## config.mk

```make
export PLATFORM = sky130hd
export DESIGN_NAME = cmp_arbiter
export DESIGN_NICKNAME = d
export VERILOG_FILES = /design/src/rtl/cmp_arbiter.sv
export SDC_FILE = /design/constraint.sdc
export NUM_CORES = 1
export LEC_CHECK = 0
export ABC_AREA = 0
export BUFFER_PORTS_ARGS = -buffer_cell sky130_fd_sc_hd__buf_4
export CORE_AREA = 4 4 136 138
export CTS_CLUSTER_DIAMETER = 30
export DETAILED_ROUTE_END_ITERATION = 12
export DIE_AREA = 0 0 140 142
export PLACE_DENSITY = 0.82
export SLEW_MARGIN = 20
export SYNTH_ARGS = -nofsm -noshare
export SYNTH_HDL_FRONTEND = slang
export SYNTH_SLANG_ARGS = --single-unit
```

## constraint.sdc

```tcl
create_clock -name clk -period 2 [get_ports clk]
set_clock_uncertainty 0.05 [all_clocks]
set_input_delay 0.2 -clock clk [delete_from_list [all_inputs] [get_ports clk]]
set_output_delay 0.2 -clock clk [all_outputs]
set_load 0.02 [all_outputs]
```

## src/rtl/cmp_arbiter.sv

```systemverilog
// Two-port round-robin front end for a shared less/equal comparator.
// Operands are registered on grant, compared in a dedicated cycle, and the tagged result is held until accepted.
module cmp_arbiter #(
    parameter int WORDSIZE = 64
) (
    input  logic                clk,
    input  logic                rst_n,
    input  logic                req0_valid,
    output logic                req0_ready,
    input  logic [WORDSIZE-1:0] req0_a,
    input  logic [WORDSIZE-1:0] req0_b,
    input  logic                req0_signed,
    input  logic                req1_valid,
    output logic                req1_ready,
    input  logic [WORDSIZE-1:0] req1_a,
    input  logic [WORDSIZE-1:0] req1_b,
    input  logic                req1_signed,
    output logic                resp_valid,
    input  logic                resp_ready,
    output logic                resp_id,
    output logic                resp_less,
    output logic                resp_equal,
    output logic                busy
);

    typedef enum logic [1:0] {
        IDLE,
        CMP,
        RESP
    } state_t;

    state_t              state;
    state_t              state_next;
    logic                last_grant;
    logic                grant;
    logic                handshake;
    logic [WORDSIZE-1:0] a_q;
    logic [WORDSIZE-1:0] b_q;
    logic                signed_q;
    logic                id_q;
    logic                less_c;
    logic                equal_c;

    // On a tie the port that did not win last time is chosen.
    always_comb begin
        grant = 1'b0;
        if (req0_valid && req1_valid) begin
            grant = ~last_grant;
        end else begin
            grant = req1_valid;
        end
    end

    assign req0_ready = (state == IDLE) && !grant && req0_valid;
    assign req1_ready = (state == IDLE) &&  grant && req1_valid;
    assign handshake  = req0_ready || req1_ready;
    assign busy       = (state != IDLE);

    always_comb begin
        less_c  = 1'b0;
        equal_c = (a_q == b_q);
        if (signed_q) begin
            less_c = ($signed(a_q) < $signed(b_q));
        end else begin
            less_c = (a_q < b_q);
        end
    end

    always_ff @(posedge clk or negedge rst_n) begin
        if (!rst_n) begin
            state <= IDLE;
        end else begin
            state <= state_next;
        end
    end

    always_comb begin
        state_next = state;
        case (state)
            IDLE:    if (handshake) state_next = CMP;
            CMP:     state_next = RESP;
            RESP:    if (resp_ready) state_next = IDLE;
            default: state_next = IDLE;
        endcase
    end

    always_ff @(posedge clk or negedge rst_n) begin
        if (!rst_n) begin
            last_grant <= 1'b1;
            a_q        <= '0;
            b_q        <= '0;
            signed_q   <= 1'b0;
            id_q       <= 1'b0;
            resp_valid <= 1'b0;
            resp_id    <= 1'b0;
            resp_less  <= 1'b0;
            resp_equal <= 1'b0;
        end else begin
            if (handshake) begin
                a_q        <= grant ? req1_a : req0_a;
                b_q        <= grant ? req1_b : req0_b;
                signed_q   <= grant ? req1_signed : req0_signed;
                id_q       <= grant;
                last_grant <= grant;
            end
            if (state == CMP) begin
                resp_less  <= less_c;
                resp_equal <= equal_c;
                resp_id    <= id_q;
                resp_valid <= 1'b1;
            end
            if (state == RESP && resp_ready) begin
                resp_valid <= 1'b0;
            end
        end
    end

endmodule

```

* Yosys cells after proc, flatten, opt, wreduce, memory -nomap -nowiden
Index checks and enable logic that the tools add are counted.
** Storage, ports and cells
- Logic and storage cells :: 40
- Bits of input ports :: 263
- Output and inout port bits :: 7
- Register bits :: 137
** Cells by class
- Muxes and demuxes :: 10
- Equal/unequal tests :: 5
- Bitwise gates (word level) :: 1
- Order comparisons :: 2
- Reductions and logical operators :: 12
** Operators by type and width (count)
- $lt 64x64->1 :: 2
- $mux 64 :: 2
- $eq 64x64->1 :: 1
- $logic_and 1x1->1 :: 6
- $pmux 2 s3 :: 1
- $mux 1 :: 5
- $mux 2 :: 2
- $ne 2x2->1 const B :: 2
- $reduce_bool 2->1 :: 2
- $eq 2x1->1 const B :: 1
- $eq 2x2->1 const B :: 1
- $logic_not 2->1 :: 1
- $reduce_and 2->1 :: 1
- $logic_not 1->1 :: 1
- $logic_or 1x1->1 :: 1
- $not 1->1 :: 1

* Logic depth before layout (Yosys ltp)
- Depth after elaboration :: 8
- Mapped depth :: 9
- Gate-level depth less buffers :: 9

* Worst setup path before layout
Ideal clock, no wire load.
- Kind :: register to register
- From :: register a_q[30]
- To :: register resp_less
- Buffers on the path :: 0
- Cell stages (with the launch flop) :: 9
- Period minus slack after synthesis :: 1824 ps
- Path slack :: 176 ps
- Required time :: 1849 ps
- Data arrival time :: 1673 ps
- Library setup time :: 101 ps
- Cells stage by stage :: dfrtp_1 > ha_1 > a21oi_1 > nand2_1 > a221oi_1 > o211ai_1 > a221oi_1 > nand2_1 > o311ai_2
** Between the ends
- Word-level cells in the longest chain between the ends :: 2
- Elaborated cells between the ends (all ways) :: 3
- Those cells by class :: order compare (2); mux (1)
** Ends and longest elaborated chain
- start, declared :: line 37 : logic [WORDSIZE-1:0] a_q;
- start signal, assigned :: line 100 : a_q <= grant ? req1_a : req0_a;
- $lt 64x64->1, on equally long branches :: line 65, 63
- $mux 1 * :: line 62 : if (signed_q) begin
- end signal, assigned :: line 107 : resp_less <= less_c;
- end, declared :: line 21 : output logic resp_less,
Every way passes the cells marked *; elsewhere a longest branch is shown, timed or not.
A chain may end at the register's enable or synchronous reset.

* Worst setup path after layout
- From :: register a_q[1]
- To :: register resp_less
Same word-level chain as after synthesis.

==> out/results.env <==
NUM-FILL-CELLS=1396
MAX-CAP-VIOLATIONS=0
HIGHEST_COUNT_CELLS_IN_THE_LAYOUT_IGNORING_FILL_AND_TAPS='sky130_fd_sc_hd__buf_4 (285), sky130_fd_sc_hd__a21oi_1 (148), sky130_fd_sc_hd__dfrtp_1 (136)'
REG2REG_TO='resp_less'
TIMING.RR.START='a_q[1]'
IO_PINS=270
CLOCK_LATENCY_AT_THE_LATER_PIN_OF_THE_WORST_SKEW_PAIR_NS=0.42
HOLD_PATH_CLASS='input port to flip-flop'
TIMING_MAX_TRANSITION_VIOLATIONS_FINAL=0
FIRST_ITER_VIOLATIONS=291
CHIPWIDTH_UM=140
WORST_PATH_LARGEST_CELL_DELAY_NS=0.46
CRITICAL_PATH_SLOWEST_STAGE_CELL='sky130_fd_sc_hd__a2111o_1'
FMAX_MHz=488
CTS_TREE='built'
CELL_INTERNAL_PWR_mW=9.79
PLACE_WS_NS=-0.108
POWER.NET_SWITCHING_mW=6.20
TIMING.SETUP.CRITICAL_PATH_CLASS='flip-flop to flip-flop'
YS_ASYNC_SR_FRACTION_PCT=100
WORST-R2R-SETUP-SLACK_NS=-0.05
CTS_SINKS=137
FINAL_NET_COUNT=1421
TRITONCTS.NUM_BUFFERS=17
LEAKAGE_nW=5.55
ANTENNADIODECOUNT=0
CLOCKBUFFERDEPTH=2
LAYOUT-DRIVE-GT1-SHARE_PCT=33.5
WORSTSETUPSTARTPOINTTYPE='flip-flop'
WORST-ENDPOINT-ARRIVAL_NS=2.31
HOLD_VIOLATIONS=0
SYNTHFLOPTYPE='sky130_fd_sc_hd__dfrtp_1'
DIE_SPAN_IN_Y_UM=142
FLOORPLAN.INITIALDENSITY_PCT=45.7
DP.FINAL_HPWL_UM=15700
REG2REG_DEPTH=7
DIE-AREA_MM2=0.0199
GLOBAL_ROUTE.USAGE.TOTAL_PCT=21.5
CTS_ROOT_BUFFER='sky130_fd_sc_hd__clkbuf_16'
PLACEMENTROWS=48
FIN_CRIT_NS=2.05
P_SW_SHARE_PCT=38.8
CRIT_FANOUT=2
END_KIND='flip-flop'
CTS.HTREE.LEVELS=4
POSTSYNTHAREAPERCELL_UM2=9.60
POWER.COMBINATIONAL.FRACTION_PCT=48.7
TIMING.HOLD.WORST_ENDPOINT='last_grant'
TOTAL_OF_BUFFERS_PLACED_ON_INPUT_AND_OUTPUT_PORTS=269
RUN_STATUS='finished, violations left'
SYNTHESIS.NETS=1145
MAX-SLEW-MARGIN-REL_PCT=71.6
IR_WORST_VDD_mV=0.793
FINISH.CELL_COUNT_WITHOUT_FILLERS=1331
VIA_TOTAL_AFTER_DETAILED_ROUTING=6789
VIAS_PER_CELL=5.10
WORST_SETUP_HOLD_PATH_CLK_SLEW_NS=0.06
POSTROUTEWIRELENGTH_UM=21300
DRT-PASS1-ITER-COUNT=4
WORST-ENDPOINT-REQUIRED_NS=2.27
RSZ_0062_RAISED_AFTER_GLOBAL_ROUTING='yes'
GLOBALPLACE.CONGESTION=0.800
SYNTHESIS.INSTANCES=818
NUMBER_OF_ENABLE_FLIP_FLOP_CELLS_AFTER_SYNTHESIS=0
DETAIL_ROUTE.DRC_VIOLATIONS=0
WORST_SLEW_PIN_SLEW_NS=0.426
SYNTH_CELL_TYPES=40
GLOBAL_ROUTE.OVERFLOW_TOTAL=0
AVGROUTEDWIREPERCELL_UM=16.0
YS_SEQ_AREA_SHARE_PCT=43.7
POWER.SHARE.SEQUENTIAL_PCT=31.3
YS_WARNS=0
HOLD_PATH_CELL_CNT=3
AREA_DELTA_SYNTH_FINAL_PCT=42.5
LAYOUT_COMMONEST_CELL='sky130_fd_sc_hd__buf_4'
HOLD_PATH_STARTPOINT='req1_valid'
VIOLATIONS='setup timing'
TIMING.FINAL.SETUP_VIOLATIONS=1
CLKPWRFRAC_PCT=20.0
WIRE_LENGTH_OF_THE_FIRST_GLOBAL_ROUTING_PASS_UM=34100
POST-ROUTE-PERIOD-UTIL_PCT=102
CORE_AREA_MM2=0.0172
ANTENNA_FOUND_INITIAL=0
GRT_PASS1_VIAS=7148
DETAIL-ROUTE-ANTENNA-NETS=0
CELL_PWR_DENSITY_mW_PER_MM2=1430
LARGEST_NET_DEGREE_AT_THE_START_OF_GLOBAL_ROUTING=67
CP_CELL_SEQUENCE='ha_4 > nor2b_2 > o211ai_1 > a2111o_1 > o211ai_2 > a211oi_2 > o311ai_2'
NUMPLACEDINSTANCES=1292
SYNTH.CELL_AREA_MM2=0.00785
POST-ROUTE-WORST-SETUP-SLACK_NS=-0.0474
POST_SYNTHESIS_SEQUENTIAL_ELEMENT_COUNT=137
registers in the layout, summed over array words and instances (netlist names):
| signal | cells |
|---|---|
| a_q | 64 |
| b_q | 64 |
| state | 2 |
| id_q | 1 |
| last_grant | 1 |
| resp_equal | 1 |
| resp_id | 1 |
| resp_less | 1 |
| resp_valid | 1 |
| signed_q | 1 |
stage by stage:
stage | hold slack (ns) | TNS (ns) | area [um2] | power, mW | util, %
2_1_floorplan | -0.146 | 0 | 7850 | 9.69 | -
3_3_place_gp | 0.103 | -0.0762 | 10200 | 11.5 | 59.5
3_5_place_dp | 0.106 | -0.120 | 10200 | 11.9 | 59.5
4_1_cts | 0.00682 | -0.00100 | 11100 | 15.7 | 64.4
5_1_grt | 0.0116 | -0.140 | 11200 | 17.4 | 65.1
6_report | 0.0248 | -0.0474 | 11200 | 16.0 | 65.1
cell type report:
cell class              instances  area [um2]  share of cell area [%]
repair buffers                300        2430                    21.7
clock inverters                 6        85.1                   0.761
clock buffers                  25         526                    4.70
well taps                     225         282                    2.52
flip-flops and latches        137        3430                    30.7
inverters                      67         251                    2.25
multi-input cells             571        4190                    37.4
power by group through the flow:
stage / logic (mW) / clock network, mW / registers (mW)
final: 7.79 / 3.19 / 5.01
after global placement: 6.60 / 0 / 4.91
after floorplan: 4.90 / 0 / 4.79
after CTS: 7.47 / 3.25 / 4.97
after global routing: 8.81 / 3.38 / 5.19
after detailed placement: 6.89 / 0 / 4.98
cells by family (layout without fill, tap and decap cells):
logic type / count (synthesis) / count (layout) / synth area share (%)
mux: 130 / 130 / 16.6
compound gates: 189 / 189 / 13.2
flops: 137 / 137 / 43.7
fa+ha+maj: 64 / 64 / 10.2
simple gates: 188 / 188 / 10.1
buf+inv: 110 / 398 / 6.20
synthesized netlist by cell type, drive strengths merged, types with 8 or more instances:
cell type,count,area share (%)
dfrtp,136,43
nand2,20,0.96
a21o,10,0.96
buf,40,2.7
nand4,12,0.96
a21oi,155,9.9
o21ai,8,0.51
inv,67,3.2
mux2i,129,16
nor2,139,6.8
ha,64,10
critical path, delay by kind of cell (launching register included):
family | cells | cell delay, ns
DFF | 1 | 0.42
AOI/OAI and AO/OA | 5 | 1.03
adders and majority gates | 1 | 0.29
and+or+nand+nor | 1 | 0.15
worst max path at each step:
stage,start,endpoint,slack [ns],cells after the start
after floorplan,a_q[30],resp_less,0.18,8
after global routing,a_q[28],resp_less,-0.11,8
after detailed placement,a_q[46],resp_less,-0.11,8
after global placement,a_q[43],resp_less,-0.08,8
after CTS,a_q[1],resp_less,-0.001,7
final,a_q[1],resp_less,-0.05,7
layer usage:
metal	wire length [um]	share of wire (%)	vias up	global-route usage [%]
met2	11500	54	176	39.5
met1	8310	39	3182	24.6
li1	-	-	3396	-
met5	0	0	-	0
met4	432	2.0	0	8.11
met3	1050	4.9	35	4.40
repair_timing:
action,in CTS,in global routing
hold buffers,3,0
gates resized for setup,22,16
endpoints found under the setup margin,3,2
pin swaps,14,17
setup buffers,0,3
endpoints found under the hold margin,42,0
gates cloned,2,0
Note: power is estimated with default switching activity, not from simulation.
